`config.mk`:
```
export PLATFORM = sky130hd
export DESIGN_NAME = video_pattern_gen
export DESIGN_NICKNAME = d
export VERILOG_FILES = /design/src/rtl/video_pattern_gen_pkg.sv /design/src/rtl/video_pattern_gen_divider.sv /design/src/rtl/video_pattern_gen.sv
export SDC_FILE = /design/constraint.sdc
export NUM_CORES = 1
export LEC_CHECK = 0
export CORE_MARGIN = 3
export CORE_UTILIZATION = 40
export CTS_BUF_LIST = sky130_fd_sc_hd__clkbuf_16
export DETAILED_ROUTE_END_ITERATION = 16
export GPL_ROUTABILITY_DRIVEN = 0
export PLACE_DENSITY = 0.67
export SETUP_SLACK_MARGIN = 0.3
export SLEW_MARGIN = 20
export SYNTH_ARGS = -nofsm -noshare
export SYNTH_HDL_FRONTEND = slang
export SYNTH_SLANG_ARGS = --single-unit
```
`constraint.sdc`:
```
create_clock -name clk -period 3.75 [get_ports clk]
set_input_delay 0.9375 -clock clk [delete_from_list [all_inputs] [get_ports clk]]
set_output_delay 0.9375 -clock clk [all_outputs]
set_load 0.02 [all_outputs]
```
`src/rtl/video_pattern_gen_pkg.sv`:
```
// Shared definitions for the testcard generator: mode encoding and the small built-in glyph table.
package video_pattern_gen_pkg;

  localparam int MODE_W = 3;

  typedef enum logic [MODE_W-1:0] {
    MODE_GRID    = 3'd0,
    MODE_SCROLL  = 3'd1,
    MODE_TEXT    = 3'd2,
    MODE_SOLID   = 3'd3,
    MODE_HLINES  = 3'd4,
    MODE_VLINES  = 3'd5,
    MODE_CHECKER = 3'd6,
    MODE_BORDER  = 3'd7
  } mode_e;

  // 6x8 glyphs, MSB leftmost; the character row repeats "TEST" then four blanks.
  function automatic logic [5:0] fontRow(input logic [2:0] glyph, input logic [2:0] row);
    logic [47:0] bits;
    case (glyph)
      3'd0, 3'd3: bits = {6'b111110, 6'b001000, 6'b001000, 6'b001000,
                          6'b001000, 6'b001000, 6'b001000, 6'b000000};
      3'd1:       bits = {6'b111110, 6'b100000, 6'b100000, 6'b111100,
                          6'b100000, 6'b100000, 6'b111110, 6'b000000};
      3'd2:       bits = {6'b011110, 6'b100000, 6'b100000, 6'b011100,
                          6'b000010, 6'b000010, 6'b111100, 6'b000000};
      default:    bits = 48'd0;
    endcase
    return bits[(3'd7 - row) * 6 +: 6];
  endfunction

endpackage

```
`src/rtl/video_pattern_gen_divider.sv`:
```
// Frame-count divider: counts ticks and pulses o_wrap combinationally on the tick that completes LIMIT.
module video_frame_divider #(
  parameter int LIMIT = 2,
  parameter int WIDTH = 8
) (
  input  logic clk,
  input  logic rst,
  input  logic i_tick,
  input  logic i_hold,
  input  logic i_clear,
  output logic o_wrap
);

  logic [WIDTH-1:0] r_count;
  logic             w_atLimit;

  assign w_atLimit = (r_count == WIDTH'(LIMIT - 1));
  assign o_wrap    = i_tick & ~i_hold & w_atLimit;

  // Clear wins over counting so a manual step restarts the full period.
  always_ff @(posedge clk or posedge rst) begin
    if (rst) begin
      r_count <= '0;
    end else if (i_clear) begin
      r_count <= '0;
    end else if (i_tick & ~i_hold) begin
      r_count <= w_atLimit ? '0 : r_count + 1'b1;
    end
  end

endmodule

```
`src/rtl/video_pattern_gen.sv`:
```
// Testcard generator: frame-synchronous mode/scroll state, pattern mux and registered 1-bit pixel.
module video_pattern_gen
  import video_pattern_gen_pkg::*;
#(
  parameter int X_W           = 9,
  parameter int Y_W           = 8,
  parameter int GRID_LOG2     = 3,
  parameter int MODE_FRAMES   = 250,
  parameter int SCROLL_FRAMES = 2,
  parameter int FRAME_CNT_W   = 8
) (
  input  logic              clk,
  input  logic              rst,
  input  logic              i_enable,
  input  logic [X_W-1:0]    i_pixel_x,
  input  logic [Y_W-1:0]    i_pixel_y,
  input  logic              i_frame_start,
  input  logic              i_hold,
  input  logic              i_step,
  output logic              o_pixel,
  output logic [MODE_W-1:0] o_mode
);

  mode_e                r_mode;
  logic [GRID_LOG2-1:0] r_offset;
  logic                 r_pixel;

  logic                 w_scrollWrap;
  logic                 w_modeWrap;
  logic [GRID_LOG2-1:0] w_xLow;
  logic [GRID_LOG2-1:0] w_yLow;
  logic [GRID_LOG2-1:0] w_xScroll;
  logic [GRID_LOG2-1:0] w_yScroll;
  logic [2:0]           w_col;
  logic [5:0]           w_fontRow;
  logic                 w_pattern;

  video_frame_divider #(.LIMIT(SCROLL_FRAMES), .WIDTH(FRAME_CNT_W)) u_scrollDiv (
    .clk     (clk),
    .rst     (rst),
    .i_tick  (i_frame_start),
    .i_hold  (1'b0),
    .i_clear (1'b0),
    .o_wrap  (w_scrollWrap)
  );

  video_frame_divider #(.LIMIT(MODE_FRAMES), .WIDTH(FRAME_CNT_W)) u_modeDiv (
    .clk     (clk),
    .rst     (rst),
    .i_tick  (i_frame_start),
    .i_hold  (i_hold),
    .i_clear (i_step),
    .o_wrap  (w_modeWrap)
  );

  // A step coinciding with an auto wrap still advances the mode only once.
  always_ff @(posedge clk or posedge rst) begin
    if (rst) begin
      r_mode   <= MODE_GRID;
      r_offset <= '0;
    end else begin
      if (i_step | w_modeWrap) r_mode <= mode_e'(r_mode + 1'b1);
      if (w_scrollWrap)        r_offset <= r_offset + 1'b1;
    end
  end

  // Only the low grid bits matter for the grid tests, so the scroll add stays narrow.
  assign w_xLow    = i_pixel_x[GRID_LOG2-1:0];
  assign w_yLow    = i_pixel_y[GRID_LOG2-1:0];
  assign w_xScroll = w_xLow + r_offset;
  assign w_yScroll = w_yLow + r_offset;
  assign w_col     = 3'(i_pixel_x % X_W'(6));
  assign w_fontRow = fontRow(i_pixel_y[5:3], i_pixel_y[2:0]);

  always_comb begin
    w_pattern = 1'b0;
    case (r_mode)
      MODE_GRID:    w_pattern = (w_yLow == '0) || (w_xLow == '0);
      MODE_SCROLL:  w_pattern = (w_yScroll == '0) || (w_xScroll == '0);
      MODE_TEXT:    w_pattern = w_fontRow[3'd5 - w_col];
      MODE_SOLID:   w_pattern = 1'b1;
      MODE_HLINES:  w_pattern = ~i_pixel_y[0];
      MODE_VLINES:  w_pattern = ~i_pixel_x[0];
      MODE_CHECKER: w_pattern = i_pixel_x[GRID_LOG2] ^ i_pixel_y[GRID_LOG2];
      MODE_BORDER:  w_pattern = (i_pixel_x == '0) || (i_pixel_y == '0) ||
                                (i_pixel_x == '1) || (i_pixel_y == '1);
      default:      w_pattern = 1'b0;
    endcase
  end

  always_ff @(posedge clk or posedge rst) begin
    if (rst) r_pixel <= 1'b0;
    else     r_pixel <= i_enable & w_pattern;
  end

  assign o_pixel = r_pixel;
  assign o_mode  = r_mode;

endmodule

```
-- Yosys cells after proc, flatten, opt, wreduce, memory -nomap -nowiden
Index checks and enable logic that the tools add are counted.
- output and inout bits: 4
- register bits: 23
- multipliers: 1
- muxes and demuxes: 8
- divide/modulo/power cells: 1
- bitwise operators: 9
- equality and inequality tests: 14
- reductions and logical operators: 15
- shift operators: 1
- order comparisons: 1
- add/sub/neg operators: 8
- operator list (operator ; number):
    48-bit case mux with 3 select lines ; 1
    48-bit by 33-bit variable part select with 6-bit output ; 1
    32-bit by 2-bit multiplier with 31-bit output (second input constant) ; 1
    8-bit two-way mux ; 4
    3-bit zero test ; 6
    8-bit by 1-bit adder with 8-bit output (second input constant) ; 2
    8-bit == test (second input constant) ; 2
    3-bit by 2-bit == test with 1-bit output (second input constant) ; 4
    3-bit == test (second input constant) ; 4
    9-bit == test (second input constant) ; 1
    9-bit zero test ; 1
    9-bit by 3-bit modulo with 9-bit output (second input constant) ; 1
    8-bit by 1-bit == test with 1-bit output (second input constant) ; 1
    8-bit zero test ; 1
    1-bit case mux with 8 select lines ; 1
    3-bit by 1-bit adder with 3-bit output (second input constant) ; 2
    3-bit adder ; 2
    3-bit by 1-bit == test with 1-bit output (second input constant) ; 2
    1-bit logical OR ; 5
    1-bit AND ; 4
    3-bit by 4-bit < comparator with 1-bit output (second input constant) ; 1
    3-bit by 3-bit subtractor with 4-bit output (first input constant) ; 1
    1-bit binary-select mux with 3-bit select ; 1
    1-bit inverter ; 3
    6 further kinds ; 6

-- Longest topological paths before layout
Gate-level depths: netlist of the first run.
- depth in word-level cells: 8
- mapped depth: 14
- gate-level depth less buffers: 13

-- Modules after synthesis
Synthesis of the first run repeated with hierarchy kept, for this count alone.
- cells, all modules: 370
- area, all modules: 2940.3 um^2
- modules (own cells, without submodules) (module ; area an instance (um^2) ; seq. area each (um^2) ; times used ; cells an instance):
    video_pattern_gen ; 1980.6 ; 175.2 ; 1 ; 269
    video_frame_divider at u_modeDiv ; 481.7 ; 200.2 ; 1 ; 52
    video_frame_divider at u_scrollDiv ; 478.0 ; 200.2 ; 1 ; 49

-- Least setup slack after synthesis of the first run
No wires, ideal clock.
- path kind: input to register
- start: input port i_pixel_y[0]
- end: register r_pixel (netlist: o_pixel)
- cell stages on the path: 12
- slack: 0.433 ns
- setup time: 0.127 ns
- arrival time: 3.190 ns
- required time: 3.623 ns
- cells stage by stage: buf_2 inv_1 ha_1 fa_1 clkbuf_1 inv_1 nand2_1 o2bb2ai_1 a2111oi_0 a21oi_1 a41oi_1 o21ai_1
- word-level cells in the longest chain between the ends: 7
- ends and longest elaborated chain (element ; line ; RTL):
    start, declared ; video_pattern_gen.sv:16 ; input logic [Y_W-1:0] i_pixel_y,
    3-bit by 3-bit subtractor with 4-bit output ; video_pattern_gen_pkg.sv:29 ; return bits[(3'd7 - row) * 6 +: 6];
    32-bit by 2-bit multiplier with 31-bit output ; video_pattern_gen_pkg.sv:29 ;
    48-bit by 33-bit variable part select with 6-bit output ; video_pattern_gen_pkg.sv:29 ;
    1-bit binary-select mux with 3-bit select ; video_pattern_gen.sv:80 ; MODE_TEXT: w_pattern = w_fontRow[3'd5 - w_col];
    1-bit two-way mux (implied by the code) ; video_pattern_gen.sv:80 ;
    1-bit case mux with 8 select lines * ; video_pattern_gen.sv:77 ; case (r_mode)
    1-bit AND * ; video_pattern_gen.sv:93 ; else r_pixel <= i_enable & w_pattern;
    end signal, assigned ; video_pattern_gen.sv:93 ;
    end, declared ; video_pattern_gen.sv:26 ; logic r_pixel;
Mark *: on every way between the ends. The rest lies on a longest branch, timed or not. The select of a mux whose other input is x is not followed.
A chain may end at the register's enable or synchronous reset.

-- Final worst setup path of the first run
- start: input port i_pixel_y[2]
- end: register r_pixel (netlist: o_pixel)
The elaborated chain is that of the path after synthesis.

==> results.toml, run 1 <==
[status]
status = "complete, no violations"

[clock_tree]
worst_skew_pair.late_latency_ns = 0.25
cts-root-buf = "clkbuf_16"
h-tree-depth = 1
hold_buffers = 0
cts_tree = "done"
clockBufferDepth = 2
cts_buffers = 3
clock_sinks = 23
clk_transition_reported_paths_ns = 0.06

[worst_setup_path]
worstSetupStartpointType = "input port"
path_class = "in2reg"
worst_ep_required_time_ns = 3.93
cp_max_fo = 8
arrival_ns = 3.57
worstSetupEndpointType = "flop"

[worst_hold_path]
hp-class = "reg2reg"

[synth]
yosysWarnings = 0
synthFlopType = "dfrtp_1"
syn_nets = 391
synthMuxAreaShare = 0.0222
yosys.area_share.simple = 0.261
synth-edff-count = 0
synth_seq_area_share = 0.209
synthCells = 347
synth_xor_area_frac = 0.0762
synth_seq_cells = 23
synth.distinct_cells = 69
synth_compound_area_frac = 0.258
synthArstFlopShare = 1.00
synth_top_family_by_area = "simple AND/OR/NAND/NOR gates"
avgSynthCellArea_um2 = 7.95
synth_area_um2 = 2760
synth_fa_ha_area_frac = 0.103

[die]
rows = 29
initial_core_util = 0.422
die_w_um = 89.0
boundaryPins = 27
die_y_um = 89.0
coreArea_um2 = 6530
die_area_um2 = 7930

[placement]
io_buffer_count = 26
postPlaceCellArea_um2 = 3280
dp_hpwl_um = 5090

[final_layout]
layout_commonest_cell = "buf_4"
layout_common_cells = "buf_4, nand2_1, a21oi_1, dfrtp_1, o21ai_0"
antennaDiodeCount = 0
syn_to_final_growth_pct = 25.6
fin_nets = 441
layout-drive-gt1-share = 0.207
finalInstanceArea_um2 = 3460

[drt]
routedWlPerCell_um = 14.2
vias = 2754
wirelength_um = 6720
drtAntennaViolNets = 0
drc = 0
vias_per_cell = 5.82
drt_first_pass_iters = 5
drt_iter0_drc = 206

[grt]
antenna_found_initial = 0
grt_pass1_wl_um = 11300
track_usage = 0.172
grt_pass1_vias = 2532
gr-total-overflow = 0
grt_max_degree = 26

[timing]
worst_pin_slew_ns = 0.871
fin_worst_skew_ns = 0.000810
finalCritPeriodShare = 0.903
rsz0062_at_grt = "false"
whs_ns = 0.469
clock.fmax_ghz = 0.295
maxSlewViolCount = 0
min_period_ns = 3.39
slew_headroom = 0.418
setup_viol = 0
hold_viol_final = 0

[power]
leakagePower_nw = 1.46
power.density_nw_per_um2 = 377
p_total_mw = 1.31
vdd_drop_max_mv = 0.364

[flow_run]
max_cap_viol_count = 0
registers in the layout (all words and copies together) (netlist names):
signal	flops
o_mode	3
u_modeDiv.r_count	8
o_pixel	1
r_offset	3
u_scrollDiv.r_count	8
per-stage QoR:
step	cells	setup TNS (ns)	util	setup WS, ns
after CTS	470	0	0.520	0.328
after floorplan	347	0	-	0.433
after detailed placement	466	-0.176	0.502	-0.176
after global routing	473	0	0.530	0.275
after global placement	466	-0.0736	0.502	-0.0736
final	473	0	0.530	0.363
cells by family (layout without fill, tap and decap cells):
| group | after synthesis | in the layout |
|---|---|---|
| AOI/OAI and AO/OA | 105 | 105 |
| xor gates and xnor gates | 24 | 24 |
| adders and majority gates | 21 | 21 |
| buffers and inverters | 42 | 91 |
| DFF | 23 | 23 |
| muxes | 6 | 6 |
| and+or+nand+nor | 126 | 126 |
critical path, cell delays in order:
cell and delay (ns):
clkdlybuf4s50_1 0.48, inv_1 0.09, fa_2 0.56, nor3_2 0.20, a21oi_1 0.06, o32ai_1 0.25, a21oi_1 0.12, or3_1 0.35
a31oi_1 0.26, mux2i_1 0.12, o21ai_1 0.14
cell type report:
class                           instances  area [um2]
Sequential cell                        23         576
Timing Repair Buffer                   67         554
Multi-Input combinational cell        282        2080
Clock buffer                            3        75.1
Fill cell                             608        3070
Clock inverter                          1        5.00
Tap cell                               77        96.3
Inverter                               20        75.1
timing repair:
action | in CTS | in global routing
setup endpoints to repair | 1 | 1
setup buffers | 0 | 3
gates resized for setup | 13 | 29
pin swaps | 0 | 4
worst paths after layout:
| path | start | to | slack [ns] | depth (start not counted) |
|---|---|---|---|---|
| worst max-delay path | i_pixel_y[2] | o_pixel$_DFF_PP0_ | 0.36 | 11 |
| max in group asynchronous | rst | o_mode[0]$_DFFE_PP0P_ | 2.04 | 2 |
| worst min-delay path | u_scrollDiv.r_count[7]$_DFFE_PP0P_ | u_scrollDiv.r_count[7]$_DFFE_PP0P_ | 0.47 | 1 |
| worst max register to register | u_scrollDiv.r_count[1]$_DFFE_PP0P_ | r_offset[1]$_DFFE_PP0P_ | 1.45 | 6 |
| worst min register to register | u_scrollDiv.r_count[7]$_DFFE_PP0P_ | u_scrollDiv.r_count[7]$_DFFE_PP0P_ | 0.47 | 1 |
| min in group asynchronous | rst | u_modeDiv.r_count[0]$_DFFE_PP0P_ | 1.17 | 2 |
per-layer routing:
metal / global-route usage / vias up / wire, um
li1: - / 1387 / -
met5: 0 / - / 0
met2: 0.301 / 65 / 3380
met3: 0.0203 / 12 / 279
met1: 0.228 / 1290 / 2950
met4: 0.0379 / 0 / 109
cells in the mapped netlist (3+ instances only):
cell type	count	area (um2)
o2bb2ai_1	3	26.3
o22ai_1	6	37.5
o311ai_0	3	26.3
nor3_1	14	70.1
nand4_1	8	50.1
mux2i_1	5	50.1
o21ai_0	23	115
clkbuf_1	8	30.0
xor2_1	11	96.3
xnor2_1	13	114
a31oi_1	3	18.8
a211oi_1	5	37.5
nand2_1	26	97.6
o41ai_1	3	26.3
inv_1	20	75.1
nand2b_1	8	50.1
fa_1	3	60.1
nor4_1	3	18.8
a21oi_1	24	120
o31ai_1	6	45.0
buf_2	8	40.0
nand3_1	12	60.1
nor2_1	19	71.3
nor2b_1	9	56.3
dfrtp_1	23	576
ha_1	18	225
nor3b_1	6	45.0
o21ai_1	3	15.0
report_power, final:
group / switching [mW] / internal [mW] / total (mW)
logic: 0.343 / 0.333 / 0.676
registers: 0.0834 / 0.315 / 0.398
clock network: 0.0875 / 0.143 / 0.231
Power figures use the tool's default switching activity.
==> run 2, diff against run 1 <==
ABC_AREA = 1   (was unset)
PLACE_DENSITY = 0.68   (was 0.67)
==> run 2 against run 1 <==
  * Clock power decreased by 2%
  * Power decreased by 11%
  * Sequential cell count unchanged
  * Combinational power decreased by 16%
  * Critical path type unchanged
  * Largest power group unchanged
==> results.toml, run 2 <==
[status]
status = "complete, no violations"

[timing]
fin_worst_skew_ns = 0.00534
slew_headroom = 0.423
min_period_ns = 3.29
whs_ns = 0.487
hold_viol_final = 0
maxSlewViolCount = 0
layout_setup_ws_ns = 0.459
rsz0062_at_grt = "false"
setup_viol = 0
finalCritPeriodShare = 0.878
tns_ns = 0
worst_pin_slew_ns = 0.865
clock.fmax_ghz = 0.304

[synth]
synthCells = 377
synth_seq_area_share = 0.237
ys_top_cells_by_area = "dfrtp_1, nand2_1, ha_1"
yosysWarnings = 0
syn_nets = 421
avgSynthCellArea_um2 = 6.45
synthArstFlopShare = 1.00
synth.distinct_cells = 34
synth-edff-count = 0
synthFlopType = "dfrtp_1"
synth_seq_cells = 23
synth_common_cells = "nand2_1, inv_1, nand3_1"
synth_area_um2 = 2430
yosysMostFrequentCell = "nand2_1"
netlist.area_leader.share = 0.237
synth_area_leader_cell = "dfrtp_1"

[final_layout]
reg_top3 = "u_modeDiv.r_count x8, u_scrollDiv.r_count x8"
layout_commonest_cell = "nand2_1"
finalCoreUtilization = 0.516
finalInstanceArea_um2 = 2930
syn_to_final_growth_pct = 20.5
fin_cells = 485
layout-drive-gt1-share = 0.0944
fin_nets = 458
antennaDiodeCount = 0
layout_common_cells = "nand2_1, inv_1, nand3_1"

[grt]
top_usage_layer = "met2"
grt_max_degree = 24
grt.met1_usage = 0.243
met2_usage = 0.278
antenna_found_initial = 0
grt_util_met3 = 0.0336
gr-total-overflow = 0
grt_pass1_wl_um = 10500
track_usage = 0.174
grt_pass1_vias = 2415

[die]
coreArea_um2 = 5680
die_area_um2 = 7050
rows = 27
die_y_um = 83.9
die_w_um = 83.9
boundaryPins = 27
initial_core_util = 0.428

[flow_run]
max_cap_viol_count = 0

[placement]
postPlaceCellArea_um2 = 2840
dp_cells = 481
dp_slack_ns = 0.236
dp_hpwl_um = 4730
io_buffer_count = 26

[drt]
vias = 2549
drt_first_pass_iters = 6
drc = 0
drtAntennaViolNets = 0
routedWlPerCell_um = 12.1
vias_per_cell = 5.26
wirelength_um = 5860
drt_iter0_drc = 315

[power]
leakagePower_nw = 1.44
p_total_mw = 1.16
power.density_nw_per_um2 = 398
vdd_drop_max_mv = 0.263

[clock_tree]
cts-root-buf = "clkbuf_16"
worst_skew_pair.late_latency_ns = 0.25
hold_buffers = 0
clk_transition_reported_paths_ns = 0.06
clockBufferDepth = 2
cts_buffers = 3
clock_sinks = 23
cts_tree = "done"
h-tree-depth = 1

[worst_setup_path]
r2r-start = "r_offset[0]$_DFFE_PP0P_"
worstSetupEndpointType = "flop"
worstSetupStartpointType = "input port"
worst_ep_required_time_ns = 3.94
path_class = "in2reg"
critPathLaunch = "i_pixel_y[1]"
cp_max_fo = 9
arrival_ns = 3.48

[worst_hold_path]
hold_start = "u_scrollDiv.r_count[7]$_DFFE_PP0P_"
hp-class = "reg2reg"
[run 2: cell count changes in the layout (fill, tap and decap cells not counted), moves of 9 or more]
cell	before	now
nand3_1	12	45
xnor2_1	13	4
nand2_1	26	89
nor2_1	19	41
inv_1	17	50
nand2_2	0	9
buf_4	40	11
o21ai_0	21	12
[run 2: layout make-up]
type	instances	area [um2]
inverter	57	218
tap	72	90.1
clock buffer	3	75.1
timing repair buffer	37	343
clock inverter	1	5.00
multi-input combinational	292	1620
fill	565	2750
sequential	23	576
[run 2: what timing repair did]
item	CTS	global route
hold endpoints to repair	0	0
setup buffers	0	0
gates resized for setup	0	2
setup endpoints to repair	0	1
[run 2: worst max-delay path: stages]
cell and delay [ns]:
clkdlybuf4s50_1 0.52, inv_1 0.08, ha_1 0.23, fa_1 0.61
clkinvlp_4 0.22, o21ai_1 0.15, nand3_1 0.09, o21ai_1 0.11
nand3_1 0.10, nand2_1 0.08, nand3_1 0.07, nand3_1 0.08
nand3_1 0.08, a21oi_2 0.11
[run 2: cells by family after synthesis]
| family | share of synthesized area |
|---|---|
| simple gates | 0.382 |
| buf+inv | 0.0968 |
| compound gates | 0.131 |
| flops | 0.237 |
| fa+ha+maj | 0.117 |
| xor+xnor | 0.0360 |
[run 2: worst paths after layout]
| check | to | slack, ns | cells past startpoint |
|---|---|---|---|
| max | o_pixel$_DFF_PP0_ | 0.46 | 14 |
| min | u_scrollDiv.r_count[7]$_DFFE_PP0P_ | 0.49 | 1 |
| max reg2reg | o_pixel$_DFF_PP0_ | 1.82 | 9 |
| min reg2reg | u_scrollDiv.r_count[7]$_DFFE_PP0P_ | 0.49 | 1 |
| max in group asynchronous | u_modeDiv.r_count[5]$_DFFE_PP0P_ | 2.05 | 2 |
| min in group asynchronous | u_modeDiv.r_count[0]$_DFFE_PP0P_ | 1.16 | 2 |
[run 2: report_power, final]
| part | internal (mW) | switching, mW | total [mW] |
|---|---|---|---|
| registers | 0.313 | 0.0594 | 0.372 |
| clock network | 0.143 | 0.0843 | 0.227 |
| logic | 0.236 | 0.330 | 0.565 |
[run 2: metal layers]
layer | vias to the layer above | wire length, um | share of wire
li1 | 1316 | - | -
met1 | 1123 | 2710 | 0.46
met2 | 101 | 2660 | 0.45
met3 | 9 | 436 | 0.074
met4 | 0 | 57 | 0.0097
met5 | - | 0 | 0
